===== src/rtl/aap_execute_unit.sv =====
// ---------------------------------------------------------------------------
// aap_execute_unit
//   Execute stage between decode and the register file / data memory.
//   Accepts one decoded instruction per cycle (operands already read).
//   ALU ops write back one cycle after accept; loads/stores run a req/ack
//   memory handshake with unbounded wait states, during which in_ready is low.
//
// Ports
//   clock, reset            rising-edge clock, async active-high reset
//   in_valid/in_ready       instruction handshake
//   in_op/in_rd/in_a/in_b/in_imm   decoded instruction fields
//   wr_en/wr_addr/wr_data   register write-back (one-cycle strobe)
//   carry                   carry/borrow flag
//   illegal                 one-cycle pulse on accepting an unknown opcode
//   mem_req/mem_we/mem_byte/mem_addr/mem_wdata   memory request (held to ack)
//   mem_ack/mem_rdata       memory completion and load data
// ---------------------------------------------------------------------------
module aap_execute_unit #(
    parameter int DATA_W = 16,
    parameter int REG_AW = 6,
    parameter int MEM_AW = 16,
    parameter int IMM_W  = 9
) (
    input  logic              clock,
    input  logic              reset,
    input  logic              in_valid,
    output logic              in_ready,
    input  logic [5:0]        in_op,
    input  logic [REG_AW-1:0] in_rd,
    input  logic [DATA_W-1:0] in_a,
    input  logic [DATA_W-1:0] in_b,
    input  logic [IMM_W-1:0]  in_imm,
    output logic              wr_en,
    output logic [REG_AW-1:0] wr_addr,
    output logic [DATA_W-1:0] wr_data,
    output logic              carry,
    output logic              illegal,
    output logic              mem_req,
    output logic              mem_we,
    output logic              mem_byte,
    output logic [MEM_AW-1:0] mem_addr,
    output logic [DATA_W-1:0] mem_wdata,
    input  logic              mem_ack,
    input  logic [DATA_W-1:0] mem_rdata
);

    typedef enum logic [5:0] {
        OP_NOP  = 6'd0,  OP_ADD  = 6'd1,  OP_SUB  = 6'd2,  OP_AND  = 6'd3,
        OP_OR   = 6'd4,  OP_XOR  = 6'd5,  OP_ASR  = 6'd6,  OP_LSL  = 6'd7,
        OP_LSR  = 6'd8,  OP_MOV  = 6'd9,  OP_ADDI = 6'd10, OP_SUBI = 6'd11,
        OP_ASRI = 6'd12, OP_LSLI = 6'd13, OP_LSRI = 6'd14, OP_MOVI = 6'd15,
        OP_LDB  = 6'd16, OP_LDW  = 6'd17, OP_STB  = 6'd18, OP_STW  = 6'd19,
        OP_ADDC = 6'd20, OP_SUBC = 6'd21
    } op_e;

    typedef enum logic {
        S_IDLE = 1'b0,
        S_MEM  = 1'b1
    } state_e;

    localparam logic [DATA_W-1:0] BYTE_MASK = DATA_W'(8'hFF);
    localparam logic [DATA_W-1:0] SHIFT_LIM = DATA_W'(DATA_W);

    state_e              state;
    op_e                 op;
    logic [REG_AW-1:0]   ld_rd;

    logic [DATA_W-1:0]   imm_ext;
    logic [DATA_W-1:0]   opb;
    logic [DATA_W:0]     sum;
    logic [DATA_W:0]     diff;
    logic [DATA_W:0]     cin;
    logic                shift_big;
    logic [DATA_W-1:0]   alu_res;
    logic                alu_cout;
    logic                dec_wr;
    logic                dec_mem;
    logic                dec_illegal;
    logic [DATA_W-1:0]   addr_sum;
    logic [DATA_W+MEM_AW-1:0] addr_ext;
    logic [DATA_W+IMM_W-1:0]  imm_wide;

    assign op       = op_e'(in_op);
    assign in_ready = (state == S_IDLE);

    assign imm_wide = {{DATA_W{1'b0}}, in_imm};
    assign imm_ext  = imm_wide[DATA_W-1:0];
    assign addr_sum = in_a + imm_ext;
    // Widen before slicing so any MEM_AW/DATA_W ratio yields the low MEM_AW bits.
    assign addr_ext = {{MEM_AW{1'b0}}, addr_sum};

    always_comb begin
        opb         = in_b;
        cin         = '0;
        alu_res     = '0;
        alu_cout    = carry;
        dec_wr      = 1'b0;
        dec_mem     = 1'b0;
        dec_illegal = 1'b0;

        if (in_op >= 6'd10 && in_op <= 6'd15)
            opb = imm_ext;
        if (op == OP_ADDC || op == OP_SUBC)
            cin[0] = carry;

        // One extra bit: for add it is the carry-out, for subtract the borrow.
        sum       = {1'b0, in_a} + {1'b0, opb} + cin;
        diff      = {1'b0, in_a} - {1'b0, opb} - cin;
        shift_big = (opb >= SHIFT_LIM);

        case (op)
            OP_NOP: ;
            OP_ADD, OP_ADDI, OP_ADDC: begin
                alu_res  = sum[DATA_W-1:0];
                alu_cout = sum[DATA_W];
                dec_wr   = 1'b1;
            end
            OP_SUB, OP_SUBI, OP_SUBC: begin
                alu_res  = diff[DATA_W-1:0];
                alu_cout = diff[DATA_W];
                dec_wr   = 1'b1;
            end
            OP_AND: begin alu_res = in_a & in_b; dec_wr = 1'b1; end
            OP_OR:  begin alu_res = in_a | in_b; dec_wr = 1'b1; end
            OP_XOR: begin alu_res = in_a ^ in_b; dec_wr = 1'b1; end
            OP_ASR, OP_ASRI: begin
                alu_res = shift_big ? {DATA_W{in_a[DATA_W-1]}}
                                    : DATA_W'($signed(in_a) >>> opb);
                dec_wr  = 1'b1;
            end
            OP_LSL, OP_LSLI: begin
                alu_res = shift_big ? '0 : (in_a << opb);
                dec_wr  = 1'b1;
            end
            OP_LSR, OP_LSRI: begin
                alu_res = shift_big ? '0 : (in_a >> opb);
                dec_wr  = 1'b1;
            end
            OP_MOV:  begin alu_res = in_a;    dec_wr = 1'b1; end
            OP_MOVI: begin alu_res = imm_ext; dec_wr = 1'b1; end
            OP_LDB, OP_LDW, OP_STB, OP_STW: dec_mem = 1'b1;
            default: dec_illegal = 1'b1;
        endcase
    end

    always_ff @(posedge clock or posedge reset) begin
        if (reset) begin
            state     <= S_IDLE;
            wr_en     <= 1'b0;
            wr_addr   <= '0;
            wr_data   <= '0;
            carry     <= 1'b0;
            illegal   <= 1'b0;
            mem_req   <= 1'b0;
            mem_we    <= 1'b0;
            mem_byte  <= 1'b0;
            mem_addr  <= '0;
            mem_wdata <= '0;
            ld_rd     <= '0;
        end else begin
            wr_en   <= 1'b0;
            illegal <= 1'b0;
            case (state)
                S_IDLE: begin
                    if (in_valid) begin
                        carry <= alu_cout;
                        if (dec_mem) begin
                            state     <= S_MEM;
                            mem_req   <= 1'b1;
                            mem_we    <= (op == OP_STB) || (op == OP_STW);
                            mem_byte  <= (op == OP_LDB) || (op == OP_STB);
                            mem_addr  <= addr_ext[MEM_AW-1:0];
                            mem_wdata <= (op == OP_STB) ? (in_b & BYTE_MASK) : in_b;
                            ld_rd     <= in_rd;
                        end else if (dec_illegal) begin
                            illegal <= 1'b1;
                        end else if (dec_wr) begin
                            wr_en   <= 1'b1;
                            wr_addr <= in_rd;
                            wr_data <= alu_res;
                        end
                    end
                end
                S_MEM: begin
                    if (mem_ack) begin
                        state   <= S_IDLE;
                        mem_req <= 1'b0;
                        if (!mem_we) begin
                            wr_en   <= 1'b1;
                            wr_addr <= ld_rd;
                            wr_data <= mem_byte ? (mem_rdata & BYTE_MASK) : mem_rdata;
                        end
                    end
                end
                default: state <= S_IDLE;
            endcase
        end
    end

endmodule


===== config.mk =====
export PLATFORM = sky130hd
export DESIGN_NAME = aap_execute_unit
export DESIGN_NICKNAME = d
export VERILOG_FILES = /design/src/rtl/aap_execute_unit.sv
export SDC_FILE = /design/constraint.sdc
export NUM_CORES = 1
export LEC_CHECK = 0
export ABC_CLOCK_PERIOD_IN_PS = 3200
export CAP_MARGIN = 20
export CORE_MARGIN = 2
export CORE_UTILIZATION = 33
export CTS_CLUSTER_SIZE = 14
export DETAILED_ROUTE_END_ITERATION = 8
export SLEW_MARGIN = 20
export SYNTH_ARGS = -nofsm -noshare
export SYNTH_HDL_FRONTEND = slang
export SYNTH_SLANG_ARGS = --single-unit

===== constraint.sdc =====
create_clock -name clock -period 3.2 [get_ports clock]
set_input_delay 0.64 -clock clock [delete_from_list [all_inputs] [get_ports clock]]
set_output_delay 0.64 -clock clock [all_outputs]
set_load 0.03 [all_outputs]

After elaboration in Yosys (flattened, before gate mapping):

Cells that the tools add are included.

* $add $sub $neg: 5
* $lt $le $gt $ge: 3
* eq/ne operators: 28
* shift operators: 3
* muxes and demuxes: 44
* bitwise gates (word level): 4
* reduce and logical (&&, ||, !) cells: 18

Operator list (count)
* $mux 16: 12
* $pmux 16 s10: 1
* $eq 6x4->1 const B: 8
* $eq 6x5->1 const B: 6
* $mux 6: 6
* $pmux 16 s2: 1
* $eq 6x3->1 const B: 4
* $reduce_or 22->1: 1
* $mux 1: 19
* $add 16x16->17: 1
* $add 17x1->17: 1
* $reduce_or 17->1: 1
* $sub 16x16->17: 1
* $sub 17x1->17: 1
* $add 16x9->16: 1
* $and 16x16->16: 1
* $ge 16x5->1 const B: 1
* $or 16x16->16: 1
* $shl 16x16->16: 1
* $shr 16x16->16: 1
* $sshr 16x16->16: 1
* $xor 16x16->16: 1
* $eq 6x2->1 const B: 2
* $pmux 6 s2: 1
* other kinds (16): 31

* register bits: 67
* input bits: 73
* output and inout port bits: 61

Longest topological paths before layout:

* depth after elaboration: 11
* gate-level depth with buffers: 21

Least setup slack after synthesis:

No wires, ideal clock.

* path kind: input to register
* from: input port in_op[4]
* to: register wr_data[12]
* setup time: 129 ps
* data arrival time: 3937 ps
* setup slack: -865 ps
* stages on the path: 17
* path buffers: 3
* cell sequence: or3b_1 buf_6 nor2_4 buf_4 clkbuf_1 o21ai_0 ha_1 inv_1 ha_1 a21o_1 a21oi_1 o21ai_0 a31oi_1 o21ai_0 xor2_1 a221oi_1 a21oi_1

* cells in the longest elaborated chain, start to end: 11

RTL lines
* start: declaration: line 28 `input logic [5:0] in_op,`
* $ge 6x4->1 or $le 6x4->1 (tied branches): line 101 `if (in_op >= 6'd10 && in_op <= 6'd15)`
* $logic_and 1x1->1: line 101
* $mux 16: line 101
* $sub 16x16->17, or another cell as far along: line 108 `diff = {1'b0, in_a} - {1'b0, opb} - cin;`
* $sub 17x1->17, or another cell as far along: line 108
* $pmux 16 s10: line 111 `case (op)`
* $mux 16: line 177 `end else if (dec_wr) begin`
* $mux 16: line 175 `end else if (dec_illegal) begin`
* $mux 16: line 167 `if (dec_mem) begin`
* $mux 16: line 165 `if (in_valid) begin`
* $pmux 16 s2: line 163 `case (state)`
* end signal: assignment: line 180 `wr_data <= alu_res;`
* end signal: assignment: line 191 `wr_data <= mem_byte ? (mem_rdata & BYTE_MASK) : mem_rdata;`
* end: declaration: line 35 `output logic [DATA_W-1:0] wr_data,`

Parallel ways exist; a longest one is shown, timed or not. The select of a mux whose other input is x is not followed.
A chain may end at the register's enable or synchronous reset.

Final worst setup path:

* from: input port in_op[4]
* to: register wr_data[6]

Same word-level chain as after synthesis.

==> impl_metrics.yaml <==
worst_hold_path:
  worstHoldStart: "mem_addr[10]"
  hold_class: "flop to flop"
  min_to: "mem_addr[10]"
  holdPathStages: 2
timing:
  worst_slew_pin_slew_ps: 798
  fmax_ghz: 0.273
  rsz0062_at_grt: "true"
  tns_ps: -4180
  slew_headroom_pct: 46.5
  drv_slew: 0
  skew_ps: 8.75
  setup_viol: 14
  finalWorstSetupSlack_ps: -461
  min_period_ps: 3660
  timing.final.crit_share_pct: 114
  finalHoldViolations: 0
floorplanning:
  dieHeight_microns: 167
  dieArea_sq_mm: 0.0277
  ioPinCount: 134
  dieWidth_microns: 167
  std_cell_rows: 59
  coreArea_sq_mm: 0.0260
  start_util_pct: 33.6
setup_path:
  cp_slowest_stage_delay_ps: 440
  reg2regPathDepth: 15
  critPathLaunchType: "input pin"
  critPathBufInv: 4
  path_class: "input pin to flop"
  crit_chain: "buf_6 -> or3b_4 -> o21ai_4 -> nand2_4 -> buf_12 -> clkinv_4 -> fa_2 -> inv_2 -> fa_2 -> nor2b_4 -> o21a_1 -> o21a_4 -> o21a_1 -> nor2_1 -> xnor2_1 -> a211oi_2 -> o221a_1 -> a211oi_2"
  r2r-start: "carry"
  endpoint_kind: "flop"
  r2r_slack_ps: 40
  cp_slowest_cell: "or3b_4"
  worst-path-max-fanout: 4
  critPathTopFamily: "compound AO/OA/AOI/OAI gates"
  critical_path_arrival_ps: 3900
  r2r_end: "wr_data[6]"
  worst-endpoint-required_ps: 3440
finish:
  n_fill_cell: 2525
  syn_to_final_growth_pct: 62.6
  drive_gt1_share_pct: 35.7
  multi_input_area_sq_mm: 0.00693
  antenna_cells: 0
  seqCellArea_sq_mm: 0.00168
  final_nets: 1776
  final_design_area_no_fill_sq_mm: 0.0142
placed_design:
  place.gp.congestion: 1.02
  dpl.hpwl_microns: 37000
  port_buffers: 133
  placed_cell_area_sq_mm: 0.0131
pwr:
  swShare_pct: 41.3
  p_leak_nw: 6.31
  power_density_mw_per_mm2: 365
  pwr-share-clk_pct: 22.6
  comb_power_share_pct: 55.2
  ir_worst_vdd_mv: 0.338
  internal_power_w: 0.00304
  p_sw_w: 0.00213
  pwr-share-seq_pct: 22.2
logic_synthesis:
  ys_top_cells_by_area: "dfrtp_1 (19%), ha_1 (12%), nand2_1 (5.6%)"
  syn_area_sq_mm: 0.00872
  yosys_register_bits: 67
  yosysUniqueCellTypes: 95
  async_flop_share_pct: 100
  yosysWarnings: 0
  synth_fp_nets: 1304
  synth_area_per_cell_sq_um: 7.65
  synth_edf_count: 0
  synth_top_area_share_pct: 19.2
  ys_seq_area_share_pct: 19.2
  synthCells: 1140
  ys.flop_type: "dfrtp_1"
  synth_top_cell_by_area: "dfrtp_1"
drt:
  wl_per_cell_microns: 23.5
  first_pass_iters: 5
  via_per_inst: 5.73
  num_vias: 11200
  postRouteWirelength_microns: 45800
  ant_nets: 0
  drt_iter0_markers: 1363
  drc: 0
clock_network:
  cts_tree: "built"
  clkTransAtPathRegs_ps: 70
  clkLatencyLatePin_ps: 350
  numCtsBuffers: 9
  clockRootBuffer: "clkbuf_16"
  htree_levels: 3
  cts.sinks: 67
  clockBufferDepth: 2
global_routing:
  antenna_found_initial: 1
  grt_max_degree: 75
  grt_pass1_wl_microns: 68000
  grt.total_usage_pct: 32.1
  grt_pass1_vias: 10900
  grt-ovfl-total: 0
status:
  violations: "negative setup slack"
  outcome: "finished with violations"
job:
  cap_violations: 0
-- registers in the layout, summed over array words and instances (netlist names) --
signal	count
wr_addr	6
wr_en	1
mem_wdata	16
state	1
carry	1
mem_we	1
illegal	1
ld_rd	6
mem_byte	1
wr_data	16
mem_req	1
mem_addr	16
-- layer usage --
| layer | GRT usage [%] | up-vias | share of wire (%) | wire, microns |
|---|---|---|---|---|
| met5 | 0 | - | 0 | 0 |
| met4 | 13.2 | 0 | 4.4 | 2020 |
| met3 | 4.25 | 108 | 8.9 | 4070 |
| met2 | 48.5 | 587 | 43 | 19700 |
| met1 | 46.1 | 5363 | 44 | 20100 |
| li1 | - | 5128 | - | - |
-- how the worst max path moves through the flow --
stage / start / endpoint / slack [ps] / depth (start not counted)
floorplan: in_op[4] / wr_data[11] / -470 / 17
global placement: in_op[3] / wr_data[6] / -1290 / 19
detailed placement: in_op[3] / wr_data[12] / -1310 / 19
CTS: in_op[5] / wr_data[11] / -350 / 16
global route: in_op[4] / wr_data[6] / -550 / 18
finish: in_op[4] / wr_data[6] / -460 / 18
-- layout by cell type (no fill, tap or decap), types with 27 or more instances in the layout --
cell type and n:
a21oi_1 72, buf_4 376, clkdlybuf4s50_1 126, dfrtp_1 67, ha_1 74, inv_1 66, nand2_1 128, nand3_1 35
nor2_1 64, o21ai_0 73, o21ai_1 27, xnor2_1 27
-- worst min-delay path, cell delays in order (launching register included) --
cell and delay (ps):
dfrtp_1 340, nand2_1 40, o21ai_0 60
-- repair_timing --
item / CTS / global route
hold buffers: 0 / 0
gates cloned: 1 / 0
endpoints found under the setup margin: 25 / 23
pin swaps: 43 / 49
buffers inserted: 17 / 10
resized for setup: 84 / 63
hold endpoints to repair: 0 / 0
-- synthesized netlist by cell type (all sizes together) (8+ instances only) --
| cell | number |
|---|---|
| nand2b | 26 |
| xnor2 | 29 |
| mux2i | 17 |
| nand3 | 42 |
| o2111ai | 10 |
| o21a | 8 |
| nor3 | 22 |
| a21oi | 87 |
| xor2 | 11 |
| inv | 80 |
| nand4 | 11 |
| nor2 | 73 |
| o31ai | 9 |
| a221oi | 10 |
| buf | 37 |
| a21o | 10 |
| dfrtp | 67 |
| and3 | 8 |
| a222oi | 9 |
| a31oi | 13 |
| or3 | 10 |
| a211oi | 27 |
| ha | 86 |
| nor4 | 8 |
| o21ai | 113 |
| a22oi | 18 |
| clkbuf | 36 |
| mux2 | 11 |
| o211ai | 15 |
| nand2 | 133 |
-- cell families after synthesis --
| group | synth area share [%] |
|---|---|
| AO/OA/AOI/OAI | 30.9 |
| AND/OR/NAND/NOR | 20.5 |
| buffers and inverters | 8.01 |
| adder cells (fa/ha/maj) | 13.5 |
| flip-flops | 19.2 |
| XOR/XNOR | 4.02 |
| multiplexers | 3.89 |
-- per-stage QoR --
step | power, W | hold WS, ps | worst slack, ps | std cells | utilization (%)
2_1_floorplan | 0.00247 | 479 | -473 | 1140 | -
3_3_place_gp | 0.00375 | 462 | -1290 | 1909 | 50.6
3_5_place_dp | 0.00377 | 469 | -1310 | 1909 | 50.6
4_1_cts | 0.00506 | 484 | -348 | 1943 | 53.3
5_1_grt | 0.00543 | 505 | -555 | 1952 | 54.6
6_report | 0.00517 | 477 | -461 | 1952 | 54.6
-- final cells by class --
| type | instances | area share [%] |
|---|---|---|
| multi-input combinational | 917 | 48.9 |
| timing repair buffer | 534 | 31.7 |
| sequential | 67 | 11.8 |
| tap | 335 | 2.96 |
| inverter | 83 | 2.26 |
| clock buffer | 9 | 1.59 |
| clock inverter | 7 | 0.759 |
-- power groups by stage --
stage	Combinational, W	Clock (W)	Sequential, W
final	0.00285	0.00117	0.00115
after global routing	0.00302	0.00123	0.00117
after CTS	0.00271	0.00120	0.00115
after detailed placement	0.00260	0	0.00117
after global placement	0.00259	0	0.00116
after floorplan	0.000988	0	0.00148
Note: power is estimated with default switching activity, not from simulation.
